## src/rtl/alu_pkg.sv

```systemverilog
`default_nettype none
// ============================================================================
//  Module   : alu_pkg
//  Brief    : Shared ALU result types, widths and flag bit positions used by
//             the ALU and by alu_result_buffer.
//  Revision : 1.0  initial release
// ============================================================================
package alu_pkg;

  localparam int ALU_DATA_W = 16;
  localparam int ALU_FLAG_W = 5;

  localparam int FLG_CARRY = 0;
  localparam int FLG_ARITH = 1;
  localparam int FLG_LOGIC = 2;
  localparam int FLG_CMP   = 3;
  localparam int FLG_SHIFT = 4;

  typedef struct packed {
    logic [ALU_FLAG_W-1:0] flags;
    logic [ALU_DATA_W-1:0] data;
  } alu_result_t;

  // Gather the individual ALU flag lines into the canonical flag vector
  function automatic logic [ALU_FLAG_W-1:0] pack_flags(
    input logic carry,
    input logic arith,
    input logic logic_f,
    input logic cmp,
    input logic shift
  );
    logic [ALU_FLAG_W-1:0] f;
    f            = '0;
    f[FLG_CARRY] = carry;
    f[FLG_ARITH] = arith;
    f[FLG_LOGIC] = logic_f;
    f[FLG_CMP]   = cmp;
    f[FLG_SHIFT] = shift;
    return f;
  endfunction

endpackage
`default_nettype wire

```

## src/rtl/alu_buf_mem.sv

```systemverilog
`default_nettype none
// ============================================================================
//  Module   : alu_buf_mem
//  Brief    : DEPTH x WIDTH register array, one synchronous write port and
//             one asynchronous read port. Contents are not reset.
//  Revision : 1.0  initial release
// ============================================================================
module alu_buf_mem #(
  parameter int DEPTH = 4,
  parameter int WIDTH = 21,
  parameter int AW    = $clog2(DEPTH)
) (
  input  logic             clk,
  input  logic             we,
  input  logic [AW-1:0]    waddr,
  input  logic [WIDTH-1:0] wdata,
  input  logic [AW-1:0]    raddr,
  output logic [WIDTH-1:0] rdata
);

  logic [WIDTH-1:0] mem_q [DEPTH];
  logic [WIDTH-1:0] mem_d [DEPTH];

  // Next-state of each entry: only the addressed entry takes the write data
  always_comb begin
    for (int i = 0; i < DEPTH; i++) begin
      mem_d[i] = mem_q[i];
      if (we && (waddr == AW'(i))) begin
        mem_d[i] = wdata;
      end
    end
  end

  // Storage registers; no reset because contents are don't-care when empty
  always_ff @(posedge clk) begin
    mem_q <= mem_d;
  end

  assign rdata = mem_q[raddr];

endmodule
`default_nettype wire

```

## src/rtl/alu_result_buffer.sv

```systemverilog
`default_nettype none
// ============================================================================
//  Module   : alu_result_buffer
//  Brief    : Show-ahead FIFO capturing ALU results and flags, presented to a
//             consumer with valid/ready. Never stalls the ALU: results that
//             arrive while full are dropped and flagged in sticky OVF.
//             Optional macro ALU_BUF_STATS_EN adds DROP_CNT and HWM outputs.
//  Revision : 1.0  initial release
// ============================================================================
module alu_result_buffer
  import alu_pkg::*;
#(
  parameter int DATA_WIDTH = ALU_DATA_W,
  parameter int DEPTH      = 4,
  parameter int CNT_W      = $clog2(DEPTH) + 1
) (
  input  logic                  CLK,
  input  logic                  RST,
  input  logic                  IN_VALID,
  input  logic [DATA_WIDTH-1:0] ALU_OUT,
  input  logic                  Carry_Flag,
  input  logic                  Arith_Flag,
  input  logic                  Logic_Flag,
  input  logic                  CMP_Flag,
  input  logic                  Shift_Flag,
  output logic                  OUT_VALID,
  input  logic                  OUT_READY,
  output logic [DATA_WIDTH-1:0] OUT_DATA,
  output logic [ALU_FLAG_W-1:0] OUT_FLAGS,
  output logic [CNT_W-1:0]      COUNT,
  output logic                  FULL,
  output logic                  OVF,
  input  logic                  OVF_CLR
`ifdef ALU_BUF_STATS_EN
  ,
  output logic [15:0]           DROP_CNT,
  output logic [CNT_W-1:0]      HWM
`endif
);

  localparam int               PTR_W   = $clog2(DEPTH);
  localparam int               ENT_W   = ALU_FLAG_W + DATA_WIDTH;
  localparam logic [CNT_W-1:0] DEPTH_C = CNT_W'(DEPTH);

  logic [PTR_W-1:0] wr_ptr_q, wr_ptr_d;
  logic [PTR_W-1:0] rd_ptr_q, rd_ptr_d;
  logic [CNT_W-1:0] count_q,  count_d;
  logic             ovf_q,    ovf_d;

  logic             full;
  logic             not_empty;
  logic             push;
  logic             pop;
  logic             drop;
  logic [ENT_W-1:0] wr_entry;
  logic [ENT_W-1:0] rd_entry;

  // Occupancy decode; a pop frees a slot in the same cycle so a full
  // buffer can still accept a result while the consumer drains it
  assign full      = (count_q == DEPTH_C);
  assign not_empty = (count_q != '0);
  assign pop       = not_empty & OUT_READY;
  assign push      = IN_VALID & (~full | pop);
  assign drop      = IN_VALID & full & ~pop;

  assign wr_entry  = {pack_flags(Carry_Flag, Arith_Flag, Logic_Flag, CMP_Flag, Shift_Flag),
                      ALU_OUT};

  // Pointer, occupancy and sticky-overflow next state
  always_comb begin
    wr_ptr_d = push ? wr_ptr_q + PTR_W'(1) : wr_ptr_q;
    rd_ptr_d = pop  ? rd_ptr_q + PTR_W'(1) : rd_ptr_q;
    count_d  = count_q;
    case ({push, pop})
      2'b10:   count_d = count_q + CNT_W'(1);
      2'b01:   count_d = count_q - CNT_W'(1);
      default: count_d = count_q;
    endcase
    // A drop in the clearing cycle must not be lost, so set beats clear
    ovf_d = ovf_q;
    if (drop) begin
      ovf_d = 1'b1;
    end else if (OVF_CLR) begin
      ovf_d = 1'b0;
    end
  end

  // Control state registers, cleared asynchronously
  always_ff @(posedge CLK or negedge RST) begin
    if (!RST) begin
      wr_ptr_q <= '0;
      rd_ptr_q <= '0;
      count_q  <= '0;
      ovf_q    <= 1'b0;
    end else begin
      wr_ptr_q <= wr_ptr_d;
      rd_ptr_q <= rd_ptr_d;
      count_q  <= count_d;
      ovf_q    <= ovf_d;
    end
  end

  alu_buf_mem #(
    .DEPTH (DEPTH),
    .WIDTH (ENT_W),
    .AW    (PTR_W)
  ) u_mem (
    .clk   (CLK),
    .we    (push),
    .waddr (wr_ptr_q),
    .wdata (wr_entry),
    .raddr (rd_ptr_q),
    .rdata (rd_entry)
  );

  assign OUT_VALID = not_empty;
  assign OUT_DATA  = rd_entry[DATA_WIDTH-1:0];
  assign OUT_FLAGS = rd_entry[ENT_W-1:DATA_WIDTH];
  assign COUNT     = count_q;
  assign FULL      = full;
  assign OVF       = ovf_q;

`ifdef ALU_BUF_STATS_EN
  logic [15:0]      drop_cnt_q, drop_cnt_d;
  logic [CNT_W-1:0] hwm_q,      hwm_d;

  // Saturating drop counter and occupancy high-water mark; a clear
  // restarts both from the state this edge leaves behind
  always_comb begin
    drop_cnt_d = drop_cnt_q;
    if (drop) begin
      if (OVF_CLR) begin
        drop_cnt_d = 16'd1;
      end else if (drop_cnt_q != 16'hFFFF) begin
        drop_cnt_d = drop_cnt_q + 16'd1;
      end
    end else if (OVF_CLR) begin
      drop_cnt_d = 16'd0;
    end
    hwm_d = hwm_q;
    if (OVF_CLR) begin
      hwm_d = count_d;
    end else if (count_d > hwm_q) begin
      hwm_d = count_d;
    end
  end

  // Statistics registers
  always_ff @(posedge CLK or negedge RST) begin
    if (!RST) begin
      drop_cnt_q <= '0;
      hwm_q      <= '0;
    end else begin
      drop_cnt_q <= drop_cnt_d;
      hwm_q      <= hwm_d;
    end
  end

  assign DROP_CNT = drop_cnt_q;
  assign HWM      = hwm_q;
`endif

endmodule
`default_nettype wire

```

## config.mk

```make
export PLATFORM = sky130hd
export DESIGN_NAME = alu_result_buffer
export DESIGN_NICKNAME = d
export VERILOG_FILES = /design/src/rtl/alu_pkg.sv /design/src/rtl/alu_buf_mem.sv /design/src/rtl/alu_result_buffer.sv
export SDC_FILE = /design/constraint.sdc
export NUM_CORES = 1
export LEC_CHECK = 0
export BUFFER_PORTS_ARGS = -buffer_cell sky130_fd_sc_hd__buf_2
export CAP_MARGIN = 20
export CORE_UTILIZATION = 60
export CTS_CLUSTER_SIZE = 25
export DETAILED_ROUTE_END_ITERATION = 6
export PLACE_DENSITY_LB_ADDON = 0.3
export SETUP_SLACK_MARGIN = 0.1
export SLEW_MARGIN = 20
export SYNTH_ARGS = -nofsm -noshare
export SYNTH_HDL_FRONTEND = slang
export SYNTH_SLANG_ARGS = --single-unit
```

## constraint.sdc

```tcl
create_clock -name CLK -period 3.7 [get_ports CLK]
set_input_delay 0.37 -clock CLK [delete_from_list [all_inputs] [get_ports CLK]]
set_output_delay 0.37 -clock CLK [all_outputs]
set_load 0.01 [all_outputs]
```

Word-level counts from Yosys, hierarchy flattened
Cells that the tools add are included.

word-level totals
  output and inout bits = 27
  bits in registers = 92
  input port bits = 26

operators by class
  reduce and logical (&&, ||, !) cells = 8
  add/sub/neg operators = 4
  muxes and demuxes = 6
  bitwise logic cells = 8
  magnitude comparators = 1
  equal/unequal tests = 6

operators with widths
  cell                                                                   count
  21-bit binary-select mux with 2-bit select                             1
  21-bit two-way mux                                                     2
  2-bit equality test, second input constant                             3
  3-bit case mux with 2 select lines                                     1
  2-bit by 1-bit adder with 2-bit output, second input constant          2
  1-bit bitwise AND                                                      4
  2-bit by 1-bit equality test with 1-bit output, second input constant  2
  1-bit logical AND                                                      4
  2-bit nonzero test                                                     2
  3-bit by 1-bit adder with 3-bit output, second input constant          1
  3-bit equality test, second input constant                             1
  3-bit >= comparator, second input constant                             1
  2-bit inverter with 3-bit output                                       1
  3-bit nonzero test                                                     1
  3-bit by 1-bit subtractor with 3-bit output, second input constant     1
  2-bit logical NOT                                                      1
  1-bit two-way mux                                                      2
  1-bit inverter                                                         2
  1-bit bitwise OR                                                       1

Logic depth before layout (Yosys ltp)
  depth in word-level cells = 6
  gate-level depth with buffers = 9

Modules after synthesis
A second synthesis with hierarchy kept.

unflattened totals
  cell total of the unflattened synthesis = 165
  area, all modules = 3563.4 um^2

by module, submodules not included
  module             area an instance (um^2)  seq. area each (um^2)  times used  cells an instance
  alu_buf_mem        3062.9                   2522.4                 1           113
  alu_result_buffer  500.5                    200.2                  1           52

Worst setup path after synthesis
Ideal clock, no wire load.

  path type = reg2reg
  start point = register count_q[0] (netlist: COUNT[0])
  end point = register count_q[2] (netlist: COUNT[2])
  clock period less this slack = 1.989 ns
  path slack = 1.711 ns
  arrival = 1.909 ns
  required time = 3.621 ns
  setup time = 0.079 ns
  path buffers = 0
  stages on the path, launching flop included = 10
  path through = dfrtp_1 nor4b_4 nor2b_2 inv_1 ha_1 inv_1 fa_1 xor2_1 nor2_1 xor2_1

on the way
  word-level cells in the longest chain between the ends = 6
  elaborated cells between the ends (all ways) = 12
  classes of those cells = add/sub: 2; eq/ne: 3; mux: 1; bitwise: 4; reduce/logical: 2

ends and longest elaborated chain
  what                                                                                   line                                              source
  from (decl)                                                                            alu_result_buffer.sv:47                           logic [CNT_W-1:0] count_q, count_d;
  from (signal assigned)                                                                 alu_result_buffer.sv:98                           count_q <= count_d;
  3-bit nonzero test or 3-bit equality test (tied branches)                              alu_result_buffer.sv:61, alu_result_buffer.sv:60
  1-bit bitwise AND or 1-bit inverter (tied branches)                                    alu_result_buffer.sv:62, alu_result_buffer.sv:63
  1-bit bitwise OR                                                                       alu_result_buffer.sv:63                           assign push = IN_VALID & (~full | pop);
  1-bit bitwise AND                                                                      alu_result_buffer.sv:63
  2-bit by 1-bit equality test with 1-bit output or 2-bit equality test (tied branches)  alu_result_buffer.sv:74                           case ({push, pop})
  3-bit case mux with 2 select lines or 2-bit nonzero test (tied branches)               -

Several ways; a longest one is shown, not always the timed one.
A chain may end at the register's enable or synchronous reset.

Worst setup path in the final report
  start point = register rd_ptr_q[0]
  end point = output OUT_DATA[0]

on the way
  word-level cells in the longest chain between the ends = 4

ends and longest elaborated chain
  what                                                    line                     source
  from (decl)                                             alu_result_buffer.sv:46  logic [PTR_W-1:0] rd_ptr_q, rd_ptr_d;
  from (signal assigned)                                  alu_result_buffer.sv:97  rd_ptr_q <= rd_ptr_d;
  2-bit inverter with 3-bit output (implied by the code)  alu_buf_mem.sv:39        assign rdata = mem_q[raddr];
  21-bit binary-select mux with 2-bit select              alu_buf_mem.sv:39
  21-bit two-way mux (implied by the code) (2 in a row)   alu_buf_mem.sv:39
  to (decl)                                               alu_result_buffer.sv:28  output logic [DATA_WIDTH-1:0] OUT_DATA,

No other way between the ends. The select of a mux whose other input is x is not followed.

==> metrics.md <==
| Metric | Value |
|---|---|
| Area occupied by registers | `2720 sq um` |
| Root Buffer | `clkbuf_8` |
| Final Cycle Share | `65.9%` |
| Number of cell rows | `27` |
| CP Max Fanout | `16` |
| First-pass GRT wire length | `8990 um` |
| Power Density | `769 nW/um^2` |
| Fillers | `323` |
| Critical path origin | `rd_ptr_q[0]` |
| Final count of negative-setup-slack endpoints | `0` |
| Commonest non-fill, non-tap cell in the layout | `edfxtp_1` |
| Area of the core | `5640 sq um` |
| DR iter-0 viols | `97` |
| Max Cap Viol | `0` |
| Routed vias | `1637` |
| Post-Syn Area | `3580 sq um` |
| Height of the die | `79.2 um` |
| Startpoint types | `flip-flop` |
| DRT antenna net count | `0` |
| Vias per Instance | `5.66` |
| Hold Path Class | `primary input to flip-flop` |
| CTS tree | `done` |
| Total Wirelength | `5790 um` |
| Worst EP required | `3.33 ns` |
| Syn Inst Count | `152` |
| TritonCTS Buffers | `9` |
| Largest net degree at the start of global routing | `23` |
| Syn Nets | `184` |
| Critical path class | `flip-flop to primary output` |
| Yosys Warn Count | `0` |
| Fin crit period | `2.44 ns` |
| Sinks on Clock Net | `92` |
| GRT Total Usage | `20.6%` |
| Final hold vios | `0` |
| VDD IR-drop max | `0.000549 V` |
| # diodes | `0` |
| Dpl hpwl | `3780 um` |
| CP max stage delay | `0.61 ns` |
| Leak | `1.52 nW` |
| Slowest CP cell | `mux4_1` |
| Distinct cells, synth | `23` |
| Syn Area/Cell | `23.6 sq um` |
| FF-to-FF Start | `COUNT[0]` |
| Initial antenna violation count | `0` |
| Slew margin rel. | `27.4%` |
| Drt wl/cell | `20.0 um` |
| Multi-input gate area | `771 sq um` |
| Port Buffers | `52` |
| I/O pins | `53` |
| Critical Path End Type | `primary output` |
| Final Util | `72.8%` |
| F_max | `0.410 GHz` |
| Largest area contributor in the netlist | `edfxtp_1` |
| Final TNS setup | `0 ns` |
| Number of detailed-route iterations in the first pass | `5` |
| Clock-pin slew on the worst setup and hold paths | `0.08 ns` |
| Worst slew pin tran | `1.09 ns` |
| Crit-path cells | `buf_4, mux4_1, buf_2` |
| R2R setup slack | `1.54 ns` |
| Share of the synthesized area in the top cell type | `70.5%` |
| Die Area | `6280 sq um` |
| Most frequent cells in the layout | `edfxtp_1, buf_2, mux4_1, mux4_2, clkbuf_8` |
| CTS Buffer Depth | `2` |
| Synth top area cells | `edfxtp_1, mux4_1, mux4_2, dfrtp_1, ha_1` |
| Outcome | `finished clean` |
| Die W | `79.2 um` |
| Nets | `244` |
| #FFs+latches synth | `92` |
| Reg2reg end | `COUNT[2]` |
| Routability cong. | `0.814` |
| Clk_skew | `0.0106 ns` |
| GRT Residual Overflow | `0` |
| Slew Limit Fails | `0` |
| Share of post-route cells with drive strength above 1 | `36.9%` |
| Arrival time at the worst endpoint | `2.07 ns` |
| Area grow syn2layout | `14.7%` |
| Remaining DRCs | `0` |
| Critical Path Sink | `OUT_DATA[0]` |
| H-tree levels | `3` |
| RSZ-0062 raised after global routing | `false` |
| Vias in the first global route | `1778` |
| Initial Utilization | `63.5%` |
| Worst r2r path cells | `9` |
| Worst skew pair latency | `0.35 ns` |
| Sequential fraction of the synthesis area | `76.1%` |
-- cell usage after synthesis (all sizes together) --
| cell type | instances |
|---|---|
| inv | 7 |
| mux2 | 1 |
| dfrtp | 8 |
| fa | 1 |
| nand2 | 2 |
| buf | 5 |
| o31a | 1 |
| ha | 5 |
| xor2 | 3 |
| nor2b | 1 |
| mux2i | 1 |
| and3 | 1 |
| and2 | 4 |
| o21ai | 1 |
| or3 | 1 |
| mux4 | 21 |
| nor4b | 1 |
| xnor2 | 3 |
| edfxtp | 84 |
| nor2 | 1 |
-- final cells by class --
type / count / share of cell area (%)
flip-flops and latches: 92 / 66.3
multi-input cells: 48 / 18.8
repair buffers: 54 / 6.77
clock buffers: 12 / 3.54
well taps: 72 / 2.19
clock inverters: 4 / 1.77
inverters: 7 / 0.640
-- worst max-delay path, delay by kind of cell (launching register included) --
| family | cells | cell delay (ns) |
|---|---|---|
| buf+inv | 2 | 0.54 |
| mux | 1 | 0.61 |
| flops | 1 | 0.58 |
-- kinds of logic (layout without fill, tap and decap cells) --
kind of cell | Yosys count | count (layout) | share of synthesized area (%)
AO/OA/AOI/OAI | 2 | 2 | 0.384
XOR/XNOR | 6 | 6 | 1.47
adder cells (fa/ha/maj) | 6 | 6 | 2.31
buffers and inverters | 12 | 77 | 2.45
flip-flops | 92 | 92 | 76.1
multiplexers | 23 | 23 | 15.1
AND/OR/NAND/NOR | 11 | 11 | 2.27
-- how the worst min path moves through the flow --
stage	startpoint	endpoint	slack (ns)	cells past startpoint
3_5_place_dp	RST	COUNT[0]	0.23	1
4_1_cts	OVF_CLR	OVF	0.21	2
3_3_place_gp	RST	OVF	0.22	1
2_1_floorplan	RST	COUNT[0]	0.07	0
6_report	OVF_CLR	OVF	0.21	2
5_1_grt	OVF_CLR	OVF	0.22	2
-- registers in the layout, indices dropped and copies added, names as in the netlist --
register / flops
u_mem.mem_q: 84
COUNT: 3
rd_ptr_q: 2
wr_ptr_q: 2
OVF: 1
-- metal layers --
| metal | part of all wire, % | routed length [um] | GRT usage [%] |
|---|---|---|---|
| met5 | 0 | 0 | 0 |
| met4 | 0.90 | 52 | 6.55 |
| met3 | 4.3 | 249 | 5.75 |
| met2 | 54 | 3100 | 34.9 |
| met1 | 41 | 2380 | 26.0 |
-- metrics by stage --
| stage | cells | hold WS (ns) | setup WS (ns) | power [mW] | cell area, sq um |
|---|---|---|---|---|---|
| 6_report | 289 | 0.213 | 1.26 | 3.16 | 4110 |
| 2_1_floorplan | 152 | 0.0744 | 1.71 | 2.18 | 3580 |
| 4_1_cts | 289 | 0.206 | 1.20 | 3.20 | 4100 |
| 3_3_place_gp | 272 | 0.218 | 1.59 | 2.42 | 3880 |
| 5_1_grt | 289 | 0.217 | 1.12 | 3.32 | 4110 |
| 3_5_place_dp | 272 | 0.230 | 1.49 | 2.48 | 3880 |
-- repair_timing --
item	in CTS	in global routing
resized for setup	0	0
buffers inserted	0	0
hold buffers	1	0
hold endpoints to repair	8	0
-- where the power goes --
part	switching, mW	internal [mW]
Clock	0.321	0.399
Combinational	0.456	0.454
Sequential	0.146	1.38
No activity file was read; power rests on OpenSTA's default activity.
